==> config.mk <==
export PLATFORM = sky130hd
export DESIGN_NAME = mul_div_control_unit_flat
export DESIGN_NICKNAME = d
export VERILOG_FILES = /design/src/rtl/mul_div_control_unit_if.sv /design/src/rtl/mul_div_control_unit.sv /design/src/flat_wrapper.sv
export SDC_FILE = /design/constraint.sdc
export NUM_CORES = 1
export LEC_CHECK = 0
export BUFFER_PORTS_ARGS = -buffer_cell sky130_fd_sc_hd__buf_2
export CAP_MARGIN = 20
export CORE_UTILIZATION = 40
export DETAILED_ROUTE_END_ITERATION = 10
export GPL_TIMING_DRIVEN = 0
export PLACE_DENSITY = 0.8
export SLEW_MARGIN = 10
export SYNTH_ARGS = -nofsm -noshare
export SYNTH_HDL_FRONTEND = slang
export SYNTH_SLANG_ARGS = --single-unit
==> constraint.sdc <==
create_clock -name Clock -period 2.5 [get_ports Clock]
set_input_delay 0.375 -clock Clock [delete_from_list [all_inputs] [get_ports Clock]]
set_output_delay 0.375 -clock Clock [all_outputs]
set_load 0.05 [all_outputs]
==> src/rtl/mul_div_control_unit_if.sv <==
// Handshake and enable bundle between the MUL/DIV control sequencer and the datapath.
// The sequencer connects through the slave modport; the datapath or bench side uses master.
interface mul_div_control_unit_if;
    logic        Run_in;
    logic [31:0] IR;
    logic        Mem_ready;

    logic        PCout;
    logic        MARin;
    logic        IncPC;
    logic        PCin;
    logic        Read;
    logic        MDRin;
    logic        MDRout;
    logic        IRin;
    logic        Yin;
    logic        ZLowIn;
    logic        ZHighIn;
    logic        Zlowout;
    logic        Zhighout;
    logic        LOin;
    logic        HIin;
    logic        Gra;
    logic        Grb;
    logic        Rout;
    logic [4:0]  ALU_op;
    logic        Running;
    logic        Fault;

    modport slave (
        input  Run_in, IR, Mem_ready,
        output PCout, MARin, IncPC, PCin, Read, MDRin, MDRout, IRin, Yin,
               ZLowIn, ZHighIn, Zlowout, Zhighout, LOin, HIin,
               Gra, Grb, Rout, ALU_op, Running, Fault
    );

    modport master (
        output Run_in, IR, Mem_ready,
        input  PCout, MARin, IncPC, PCin, Read, MDRin, MDRout, IRin, Yin,
               ZLowIn, ZHighIn, Zlowout, Zhighout, LOin, HIin,
               Gra, Grb, Rout, ALU_op, Running, Fault
    );
endinterface

==> src/rtl/mul_div_control_unit.sv <==
// Hard-wired Moore sequencer for MUL/DIV: fetch in T0-T2, execute in T3-T6.
// It drives one bus source per step and latches a sticky fault on an illegal opcode or a memory timeout.
module mul_div_control_unit #(
    parameter logic [4:0] OP_MUL      = 5'b01111,
    parameter logic [4:0] OP_DIV      = 5'b10000,
    parameter int         MEM_TIMEOUT = 16
) (
    input logic                   Clock,
    input logic                   Clear,
    mul_div_control_unit_if.slave bus
);
    localparam int                 CNT_W    = $clog2(MEM_TIMEOUT);
    localparam logic [CNT_W-1:0]   CNT_LAST = CNT_W'(MEM_TIMEOUT - 1);

    typedef enum logic [3:0] {
        S_IDLE, S_T0, S_T1, S_T2, S_T3, S_T4, S_T5, S_T6, S_FAULT
    } state_t;

    state_t           state;
    state_t           state_next;
    logic [CNT_W-1:0] wait_cnt;
    logic [4:0]       opcode;
    logic             op_legal;

    assign opcode   = bus.IR[31:27];
    assign op_legal = (opcode == OP_MUL) || (opcode == OP_DIV);

    always_ff @(posedge Clock or negedge Clear) begin
        if (!Clear) state <= S_IDLE;
        else        state <= state_next;
    end

    // Held at zero outside T1, so the first T1 cycle always sees zero; saturates instead of wrapping.
    always_ff @(posedge Clock or negedge Clear) begin
        if (!Clear)
            wait_cnt <= '0;
        else if (state != S_T1)
            wait_cnt <= '0;
        else if (!bus.Mem_ready && wait_cnt != CNT_LAST)
            wait_cnt <= wait_cnt + CNT_W'(1);
    end

    always_comb begin
        state_next = state;
        case (state)
            S_IDLE:  if (bus.Run_in) state_next = S_T0;
            S_T0:    state_next = S_T1;
            S_T1: begin
                if (bus.Mem_ready)             state_next = S_T2;
                else if (wait_cnt == CNT_LAST) state_next = S_FAULT;
            end
            S_T2:    state_next = S_T3;
            S_T3:    state_next = op_legal ? S_T4 : S_FAULT;
            S_T4:    state_next = S_T5;
            S_T5:    state_next = S_T6;
            S_T6:    state_next = bus.Run_in ? S_T0 : S_IDLE;
            S_FAULT: state_next = S_FAULT;
            default: state_next = S_IDLE;
        endcase
    end

    always_comb begin
        bus.PCout    = 1'b0;
        bus.MARin    = 1'b0;
        bus.IncPC    = 1'b0;
        bus.PCin     = 1'b0;
        bus.Read     = 1'b0;
        bus.MDRin    = 1'b0;
        bus.MDRout   = 1'b0;
        bus.IRin     = 1'b0;
        bus.Yin      = 1'b0;
        bus.ZLowIn   = 1'b0;
        bus.ZHighIn  = 1'b0;
        bus.Zlowout  = 1'b0;
        bus.Zhighout = 1'b0;
        bus.LOin     = 1'b0;
        bus.HIin     = 1'b0;
        bus.Gra      = 1'b0;
        bus.Grb      = 1'b0;
        bus.Rout     = 1'b0;
        bus.ALU_op   = 5'd0;
        bus.Running  = 1'b0;
        bus.Fault    = 1'b0;
        case (state)
            S_T0: begin
                bus.PCout   = 1'b1;
                bus.MARin   = 1'b1;
                bus.IncPC   = 1'b1;
                bus.ZLowIn  = 1'b1;
                bus.ZHighIn = 1'b1;
                bus.Running = 1'b1;
            end
            S_T1: begin
                // PC is loaded only in the first T1 cycle so a stretched fetch still increments once.
                bus.Zlowout = 1'b1;
                bus.PCin    = (wait_cnt == '0);
                bus.Read    = 1'b1;
                bus.MDRin   = 1'b1;
                bus.Running = 1'b1;
            end
            S_T2: begin
                bus.MDRout  = 1'b1;
                bus.IRin    = 1'b1;
                bus.Running = 1'b1;
            end
            S_T3: begin
                bus.Gra     = op_legal;
                bus.Rout    = op_legal;
                bus.Yin     = op_legal;
                bus.Running = 1'b1;
            end
            S_T4: begin
                bus.Grb     = 1'b1;
                bus.Rout    = 1'b1;
                bus.ALU_op  = opcode;
                bus.ZLowIn  = 1'b1;
                bus.ZHighIn = 1'b1;
                bus.Running = 1'b1;
            end
            S_T5: begin
                bus.Zlowout = 1'b1;
                bus.LOin    = 1'b1;
                bus.Running = 1'b1;
            end
            S_T6: begin
                bus.Zhighout = 1'b1;
                bus.HIin     = 1'b1;
                bus.Running  = 1'b1;
            end
            S_FAULT: bus.Fault = 1'b1;
            default: ;
        endcase
    end
endmodule

==> src/flat_wrapper.sv <==
// flat-port wrapper written by rule: the top's interface ports become plain ports
module mul_div_control_unit_flat 
#(
    parameter logic [4:0] OP_MUL      = 5'b01111,
    parameter logic [4:0] OP_DIV      = 5'b10000,
    parameter int         MEM_TIMEOUT = 16
)
  (Clock, Clear, bus_Run_in, bus_IR, bus_Mem_ready, bus_PCout, bus_MARin, bus_IncPC, bus_PCin, bus_Read, bus_MDRin, bus_MDRout, bus_IRin, bus_Yin, bus_ZLowIn, bus_ZHighIn, bus_Zlowout, bus_Zhighout, bus_LOin, bus_HIin, bus_Gra, bus_Grb, bus_Rout, bus_ALU_op, bus_Running, bus_Fault);
  mul_div_control_unit_if bus_i ();
  input logic Clock;
  input logic Clear;
  input wire logic [$bits(bus_i.Run_in)-1:0] bus_Run_in;
  input wire logic [$bits(bus_i.IR)-1:0] bus_IR;
  input wire logic [$bits(bus_i.Mem_ready)-1:0] bus_Mem_ready;
  output wire logic [$bits(bus_i.PCout)-1:0] bus_PCout;
  output wire logic [$bits(bus_i.MARin)-1:0] bus_MARin;
  output wire logic [$bits(bus_i.IncPC)-1:0] bus_IncPC;
  output wire logic [$bits(bus_i.PCin)-1:0] bus_PCin;
  output wire logic [$bits(bus_i.Read)-1:0] bus_Read;
  output wire logic [$bits(bus_i.MDRin)-1:0] bus_MDRin;
  output wire logic [$bits(bus_i.MDRout)-1:0] bus_MDRout;
  output wire logic [$bits(bus_i.IRin)-1:0] bus_IRin;
  output wire logic [$bits(bus_i.Yin)-1:0] bus_Yin;
  output wire logic [$bits(bus_i.ZLowIn)-1:0] bus_ZLowIn;
  output wire logic [$bits(bus_i.ZHighIn)-1:0] bus_ZHighIn;
  output wire logic [$bits(bus_i.Zlowout)-1:0] bus_Zlowout;
  output wire logic [$bits(bus_i.Zhighout)-1:0] bus_Zhighout;
  output wire logic [$bits(bus_i.LOin)-1:0] bus_LOin;
  output wire logic [$bits(bus_i.HIin)-1:0] bus_HIin;
  output wire logic [$bits(bus_i.Gra)-1:0] bus_Gra;
  output wire logic [$bits(bus_i.Grb)-1:0] bus_Grb;
  output wire logic [$bits(bus_i.Rout)-1:0] bus_Rout;
  output wire logic [$bits(bus_i.ALU_op)-1:0] bus_ALU_op;
  output wire logic [$bits(bus_i.Running)-1:0] bus_Running;
  output wire logic [$bits(bus_i.Fault)-1:0] bus_Fault;
  assign bus_i.Run_in = bus_Run_in;
  assign bus_i.IR = bus_IR;
  assign bus_i.Mem_ready = bus_Mem_ready;
  assign bus_PCout = bus_i.PCout;
  assign bus_MARin = bus_i.MARin;
  assign bus_IncPC = bus_i.IncPC;
  assign bus_PCin = bus_i.PCin;
  assign bus_Read = bus_i.Read;
  assign bus_MDRin = bus_i.MDRin;
  assign bus_MDRout = bus_i.MDRout;
  assign bus_IRin = bus_i.IRin;
  assign bus_Yin = bus_i.Yin;
  assign bus_ZLowIn = bus_i.ZLowIn;
  assign bus_ZHighIn = bus_i.ZHighIn;
  assign bus_Zlowout = bus_i.Zlowout;
  assign bus_Zhighout = bus_i.Zhighout;
  assign bus_LOin = bus_i.LOin;
  assign bus_HIin = bus_i.HIin;
  assign bus_Gra = bus_i.Gra;
  assign bus_Grb = bus_i.Grb;
  assign bus_Rout = bus_i.Rout;
  assign bus_ALU_op = bus_i.ALU_op;
  assign bus_Running = bus_i.Running;
  assign bus_Fault = bus_i.Fault;
  mul_div_control_unit #(.OP_MUL(OP_MUL), .OP_DIV(OP_DIV), .MEM_TIMEOUT(MEM_TIMEOUT)) u_core (.Clock(Clock), .Clear(Clear), .bus(bus_i));
endmodule
# ---- After elaboration in Yosys (flattened, before gate mapping)
# Cells that the tools add are included.
# W data, S select, Z words.
dict set report classes {
  reduce_logical 10
  add_sub_neg 1
  mux 22
  eq_ne 15
}
# operator count
set op_table {}
lappend op_table {{$pmux W4 S9} 1}
lappend op_table {{$mux W4} 6}
lappend op_table {{$eq A4 B3 Y1 const B} 4}
lappend op_table {{$mux W1} 13}
lappend op_table {{$eq A4 B2 Y1 const B} 2}
lappend op_table {{$eq A4 B4 Y1 const B} 2}
lappend op_table {{$logic_not A4 Y1} 2}
lappend op_table {{$reduce_or A7 Y1} 1}
lappend op_table {{$eq A5 B4 Y1 const B} 1}
lappend op_table {{$eq A5 B5 Y1 const B} 1}
lappend op_table {{$mux W5} 1}
lappend op_table {{$add A4 B1 Y4 const B} 1}
lappend op_table {{$eq A4 B1 Y1 const B} 1}
lappend op_table {{$ne A4 B2 Y1 const B} 1}
lappend op_table {{$ne A4 B4 Y1 const B} 1}
lappend op_table {{$reduce_or A2 Y1} 2}
lappend op_table {{$ne A3 B2 Y1 const B} 1}
lappend op_table {{$ne A2 B2 Y1 const B} 1}
lappend op_table {{$pmux W1 S2} 1}
lappend op_table {{$reduce_and A2 Y1} 1}
lappend op_table {{$reduce_bool A2 Y1} 1}
lappend op_table {{$logic_and A1 B1 Y1} 1}
lappend op_table {{$logic_not A1 Y1} 1}
lappend op_table {{$logic_or A1 B1 Y1} 1}
dict set report word_totals {
  inputBits 36
  register_bits 8
  out_inout_bits 25
  elab_cells 50
}

# ---- Depth between registers and ports, before layout
# Gate-level depths: netlist of the first run.
dict set report depth {
  word_depth 4
  depth_mapped 7
  ltp_nobuf 5
}

# ---- Worst setup path after synthesis of the first run
# No wires, ideal clock.
dict set report synth_timing {
  kind {reg-to-output}
  start {reg u_core.state[0]}
  end {out bus_PCin}
  path_stages_with_launch 6
  required_time_ns 2.125
  setup_slack_ns -0.633
  path_buffers 2
  t_arrival_ns 2.758
  path_cell_list {dfrtp_1 > buf_2 > nand2b_1 > or3_1 > clkbuf_1 > nor4b_1}
}
dict set report synth_between {
  elab_chain_len 2
}
# element line_no
set synth_lines {}
lappend synth_lines {{from (decl)} mul_div_control_unit.sv:19} ;# state_t state;
lappend synth_lines {{from (signal assigned)} mul_div_control_unit.sv:30} ;# else state <= state_next;
lappend synth_lines {{$eq A4 B2 Y1} mul_div_control_unit.sv:84} ;# case (state)
lappend synth_lines {{$mux W1} mul_div_control_unit.sv:84}
lappend synth_lines {{to (decl)} flat_wrapper.sv:18} ;# output wire logic [$bits(bus_i.PCin)-1:0] bus_PCin;
# Every way passes these cells.

# ---- Worst setup path in the final report of the first run
dict set report layout_timing {
  start {reg u_core.state[0]}
  end {out bus_Read}
}
dict set report layout_between {
  elab_chain_len 2
}
# element line_no
set layout_lines {}
lappend layout_lines {{$eq A4 B2 Y1} mul_div_control_unit.sv:84}
lappend layout_lines {{$mux W1} mul_div_control_unit.sv:84}
lappend layout_lines {{to (decl)} flat_wrapper.sv:19} ;# output wire logic [$bits(bus_i.Read)-1:0] bus_Read;
# Every way passes these cells.

==> results of run 1 <==
==> final cells by class <==
class | count | area [um^2] | share of cell area, %
tap | 16 | 20.0 | 2.14
sequential | 8 | 200 | 21.4
buffer | 12 | 76.3 | 8.14
timing repair buffer | 34 | 178 | 19.0
inverter | 3 | 11.3 | 1.20
clock buffer | 3 | 22.5 | 2.40
multi-input combinational | 61 | 429 | 45.8
==> state kept, by name, indices dropped and copies added (netlist names) <==
register and flops:
u_core.wait_cnt 4, u_core.state 4
==> worst max-delay path by stage <==
stage	start	endpoint	cells past startpoint
after detailed placement	bus_IR[27]	bus_Rout	6
after global routing	u_core.state[2]	bus_Rout	5
final	u_core.state[0]	bus_Read	7
after CTS	u_core.state[0]	bus_PCin	6
after global placement	bus_IR[27]	bus_Rout	6
after floorplan	u_core.state[2]	bus_ALU_op[1]	4
==> placed cells by master (no fill, tap or decap), types with 2 or more instances in the layout <==
| cell type | count |
|---|---|
| dfrtp_1 | 8 |
| nor2_1 | 13 |
| ha_1 | 2 |
| clkbuf_1 | 3 |
| nand2_1 | 3 |
| o21ai_0 | 2 |
| or3_1 | 2 |
| buf_4 | 9 |
| and2_1 | 5 |
| nor3_1 | 3 |
| a31oi_1 | 2 |
| inv_1 | 3 |
| nand2b_1 | 3 |
| nor2b_1 | 3 |
| buf_2 | 33 |
| a211oi_1 | 2 |
| clkbuf_4 | 3 |
==> metrics by stage <==
stage	util (%)	hold slack, ps	worst slack [ps]	setup TNS, ps
after floorplan	-	79.4	-28.5	-114
after detailed placement	57.1	223	211	0
after CTS	59.1	486	130	0
after global placement	57.1	222	207	0
final	59.4	504	182	0
after global routing	59.4	495	21.8	0
==> layer usage <==
metal	share of wire [%]	GRT usage (%)	vias to the layer above
li1	-	-	360
met1	47	20.8	298
met2	47	27.2	21
met3	5.3	7.50	3
met4	0.75	7.27	0
met5	0	0	-
==> logic make-up (layout without fill, tap and decap cells) <==
| group | Yosys count | in the layout |
|---|---|---|
| and+or+nand+nor | 45 | 45 |
| buffers and inverters | 15 | 52 |
| AOI/OAI and AO/OA | 9 | 9 |
| DFF | 8 | 8 |
| muxes | 3 | 3 |
| adders and majority gates | 2 | 2 |
| xor gates and xnor gates | 2 | 2 |
==> power by group <==
part	internal, mW	total [mW]	switching [mW]
combinational	0.308	1.04	0.736
sequential	0.168	0.195	0.0265
clock	0.0547	0.0953	0.0406
==> timing repair <==
item                                    4_1_cts  5_1_grt
setup buffers                                 0        0
hold buffers                                  1        0
endpoints found under the setup margin        0        6
endpoints found under the hold margin         8        0
resized for setup                             0        3
==> summary.txt, run 1 <==
Synth
  • Largest family of logic cells by synthesized area: simple AND/OR/NAND/NOR gates
  • Part of the Yosys area used for sequential elements: 28.6%
  • Top-area cell type share of the netlist area: 28.6%
  • Syn Inst Count: 84
  • Seq cells post-synth: 8
  • Adder-cell share of the synthesized area: 3.57%
  • Cell variety after synth: 35
  • Xor/xnor cell area share of the yosys netlist: 2.50%
  • Commonest cells post-synth: nor2_1 (14), buf_4 (8), dfrtp_1 (8), and2_1 (5), nor3_1 (4)
  • Async SR Flop Fraction: 100%
  • Compound-gate portion of the synthesized area: 8.75%
  • Yosys warns: 0
  • Avg Cell Area, Syn: 8.34 um^2
  • Cell taking the most area after synthesis: dfrtp_1
  • Mux cell area share after synthesis: 6.25%
  • Syn_nets: 122
  • Top cells by area, synth: dfrtp_1 (29%), buf_4 (8.6%), nor2_1 (7.5%), and2_1 (4.5%), ha_1 (3.6%)
  • Number of flops mapped to enable cells by yosys: 0
  • Primary FF master, synth: dfrtp_1
  • Most frequent cell after synthesis: nor2_1
  • Synthesized area: 701 um^2
  • Simple-Gate Fraction of Synth Area: 37.9%

STA
  • Setup-failing EPs final: 0
  • Worst slew pin tran: 436 ps
  • Fin. max-slew vios: 0
  • RSZ-0062 raised after global routing: no
  • Clk_skew: 4.90 ps
  • Max frequency: 431 MHz
  • Final worst path period share: 92.7%
  • Rel. slew slack: 70.8%
  • Final hold violations: 0
  • Tmin final: 2320 ps

Global routing
  • Initial antenna violation count: 0
  • Gr ovfl total: 0
  • Largest net degree at the start of global routing: 11
  • Vias in the first global route: 580
  • GRT Overall Usage: 17.4%
  • First-pass GRT wire length: 2420 um

Layout
  • Post-layout instance area: 937 um^2
  • Share of cells above drive strength 1: 44.6%
  • Filler cell count: 148
  • Nets: 161
  • Antenna cells: 0
  • Non-filler instance count after layout: 137
  • Area Growth Syn to Fin: 33.8%

Place
  • Post-DP HPWL: 1180 um
  • Input/output buffers: 33
  • Gpl congestion: 0.815
  • Cell Area, Placed: 900 um^2
  • Cell count after placement: 133

Setup path
  • Reg2reg setup slack: 780 ps
  • Worst-path maximum fanout: 10
  • Worst r2r src: u_core.state[0]
  • Reg2reg end: u_core.state[3]
  • Crit-path most repeated cell: buf_2
  • Worst-case reg-to-reg path depth: 7
  • Slowest-stage cell, CP: dfrtp_1
  • WP data arrival: 1940 ps
  • Cell Chain, Critical Path: buf_2, nand2b_1, or3_1, clkbuf_1, inv_1, buf_4, buf_2
  • Crit path buf inv count: 5
  • Worst setup EP type: output port
  • Critical Path RT: 2120 ps
  • Crit-path leading delay family: buffers and inverters
  • Startpoint Class: flip-flop
  • Slowest stage delay, CP: 350 ps
  • Worst setup path class: reg -> out

Power
  • Leakage: 0.506 nW
  • PD cells: 1420 nW/um^2
  • Max VDD drop: 0.856 mV
  • Overall Power: 1.33 mW

Die
  • DIE AREA: 1920 um^2
  • Boundary Pins: 61
  • Core Area: 1580 um^2
  • Initial core utilization: 44.4%
  • Die height: 43.9 um
  • Die width: 43.9 um
  • Num rows: 14

Clocking
  • Clock Path Buffers: 2
  • Clk pin slew, worst setup/hold paths: 50 ps
  • Clock sink total: 8
  • Clk_lat worst skew: 250 ps
  • Num CTS Buffers: 3
  • Root Driver: clkbuf_4
  • CTS H-tree depth: 1
  • CTS tree: yes

Routing
  • Vias: 682
  • Routed WL per cell: 10.7 um
  • DR vias/cell: 4.98
  • Total iterations of the first detailed-routing run: 6
  • ANT nets after route: 0
  • First DRT Iteration DRCs: 22
  • DR DRC count: 0
  • Final wirelength: 1470 um

Job
  • Max Cap Viol: 0

Outcome
  • Status: completed

Worst hold path
  • Worst hold path type: in -> async
Power figures use the tool's default switching activity.
==> run 2: changes to the inputs <==
- CELL_PAD_IN_SITES_DETAIL_PLACEMENT: default -> 1
- CELL_PAD_IN_SITES_GLOBAL_PLACEMENT: default -> 1
- CORE_UTILIZATION: 40 -> 26
- PLACE_DENSITY: 0.8 -> 0.79
==> summary.txt, run 2 (same netlist as run 1, synthesis figures left out) <==
Global routing
  • Gr ovfl total: 0
  • GRT Overall Usage: 13.5%
  • First-pass GRT wire length: 2790 um
  • Largest net degree at the start of global routing: 11
  • Initial antenna violation count: 0
  • Vias in the first global route: 695

Power
  • P_int: 0.531 mW
  • P_sw: 0.816 mW
  • Net Sw Frac: 60.6%
  • Max VDD drop: 0.550 mV
  • Comb power frac: 78.1%
  • Clock Power Share: 7.6%
  • Flop pwr share: 14.4%
  • PD cells: 1410 nW/um^2
  • Leakage: 0.506 nW

Die
  • DIE AREA: 2910 um^2
  • Num rows: 18
  • Die height: 53.9 um
  • Initial core utilization: 27.8%
  • Boundary Pins: 61
  • Core Area: 2520 um^2
  • Die width: 53.9 um

STA
  • Fin. max-slew vios: 0
  • Worst slew pin tran: 478 ps
  • Clk_skew: 2.53 ps
  • Final hold violations: 0
  • Rel. slew slack: 68.0%
  • RSZ-0062 raised after global routing: no
  • Final worst path period share: 94.5%
  • Hold Slack: 488 ps
  • Max frequency: 423 MHz
  • Setup-failing EPs final: 0
  • Tmin final: 2360 ps

Routing
  • Total iterations of the first detailed-routing run: 4
  • ANT nets after route: 0
  • Routed WL per cell: 11.9 um
  • DR vias/cell: 4.72
  • First DRT Iteration DRCs: 5
  • DR DRC count: 0
  • Vias: 713
  • Final wirelength: 1800 um

Layout
  • Most frequent cells in the layout: buf_2 (33), nor2_1 (13), buf_4 (9)
  • Share of cells above drive strength 1: 44.6%
  • Area Growth Syn to Fin: 36.3%
  • Biggest regs: u_core.state: 4 flops, u_core.wait_cnt: 4 flops
  • Most common cell after layout, fill and taps aside: buf_2
  • Nets: 161
  • Reg area: 200 um^2
  • Filler cell count: 335
  • Antenna cells: 0
  • Non-filler instance count after layout: 151
  • Footprint of the multi-input gates: 429 um^2

Setup path
  • Critical Path RT: 2120 ps
  • Startpoint Class: flip-flop
  • Worst setup EP type: output port
  • Worst-path maximum fanout: 10
  • Worst setup path class: reg -> out
  • Critical Path Start: u_core.state[0]
  • Reg2reg end: u_core.state[3]
  • Worst-case reg-to-reg path depth: 7
  • WP data arrival: 1990 ps
  • Reg2reg setup slack: 750 ps
  • Worst r2r src: u_core.state[0]

Clocking
  • Root Driver: clkbuf_4
  • Clock Path Buffers: 2
  • Num CTS Buffers: 3
  • Clk pin slew, worst setup/hold paths: 60 ps
  • CTS H-tree depth: 1
  • Clock sink total: 8
  • CTS tree: yes
  • Clk_lat worst skew: 260 ps

Place
  • Cell count after placement: 147
  • Input/output buffers: 33
  • Gpl congestion: 0.771
  • Post-DP HPWL: 1490 um

Outcome
  • Status: completed

Job
  • Max Cap Viol: 0

Worst hold path
  • Worst hold path type: in -> async
-- run 2: cell counts in the layout (fill, tap and decap cells not counted) --
No cell type changed its count.
-- run 2: routing by layer --
| layer | global-route usage [%] | vias up | wire, um |
|---|---|---|---|
| li1 | - | 358 | - |
| met1 | 13.2 | 327 | 700 |
| met2 | 27.6 | 25 | 981 |
| met3 | 0.847 | 3 | 91 |
| met4 | 6.58 | 0 | 28 |
| met5 | 0 | - | 0 |
-- run 2: worst max path at each step --
stage | endpoint | slack (ps) | cells after the start
finish | bus_Read | 140 | 7
global route | bus_Read | 10 | 7
CTS | bus_PCin | 100 | 6
detailed placement | bus_Rout | 180 | 6
global placement | bus_Rout | 190 | 6
floorplan | bus_ALU_op[1] | -30 | 4
-- run 2: final cells by class --
class	instances	share of cell area [%]
multi-input cells	61	45.0
repair buffers	34	18.6
inverters	3	1.18
clock buffers	3	2.36
flip-flops and latches	8	21.0
well taps	30	3.93
plain buffers	12	7.99
-- run 2: what timing repair did --
action                                  4_1_cts  5_1_grt
gates resized for setup                       0        3
endpoints found under the setup margin        0        4
hold buffers                                  1        0
setup buffers                                 0        0
hold endpoints to repair                      8        0
-- run 2: through the flow --
| step | instance area, um^2 | total power [mW] | worst slack, ps | setup TNS [ps] | util (%) |
|---|---|---|---|---|---|
| floorplan | 714 | 1.05 | -28.5 | -114 | - |
| global placement | 917 | 1.23 | 191 | 0 | 36.4 |
| detailed placement | 917 | 1.25 | 177 | 0 | 36.4 |
| CTS | 950 | 1.35 | 96.7 | 0 | 37.6 |
| global route | 955 | 1.44 | 10.9 | 0 | 37.8 |
| finish | 955 | 1.35 | 138 | 0 | 37.8 |
-- run 2: worst max-delay path, cell delays in order, from the launching register on --
cell and delay [ps]:
dfrtp_1 350, buf_2 180, nand2b_1 190, or3_1 310, clkbuf_1 190, inv_1 140
buf_4 110, buf_2 240
-- run 2: power groups by stage --
stage                     sequential [mW]  combinational [mW]  clock [mW]
after detailed placement            0.196                1.05           0
final                               0.193                1.05       0.102
after floorplan                     0.189               0.860           0
after global placement              0.193                1.04           0
after global routing                0.200                1.13       0.109
after CTS                           0.194                1.06       0.104
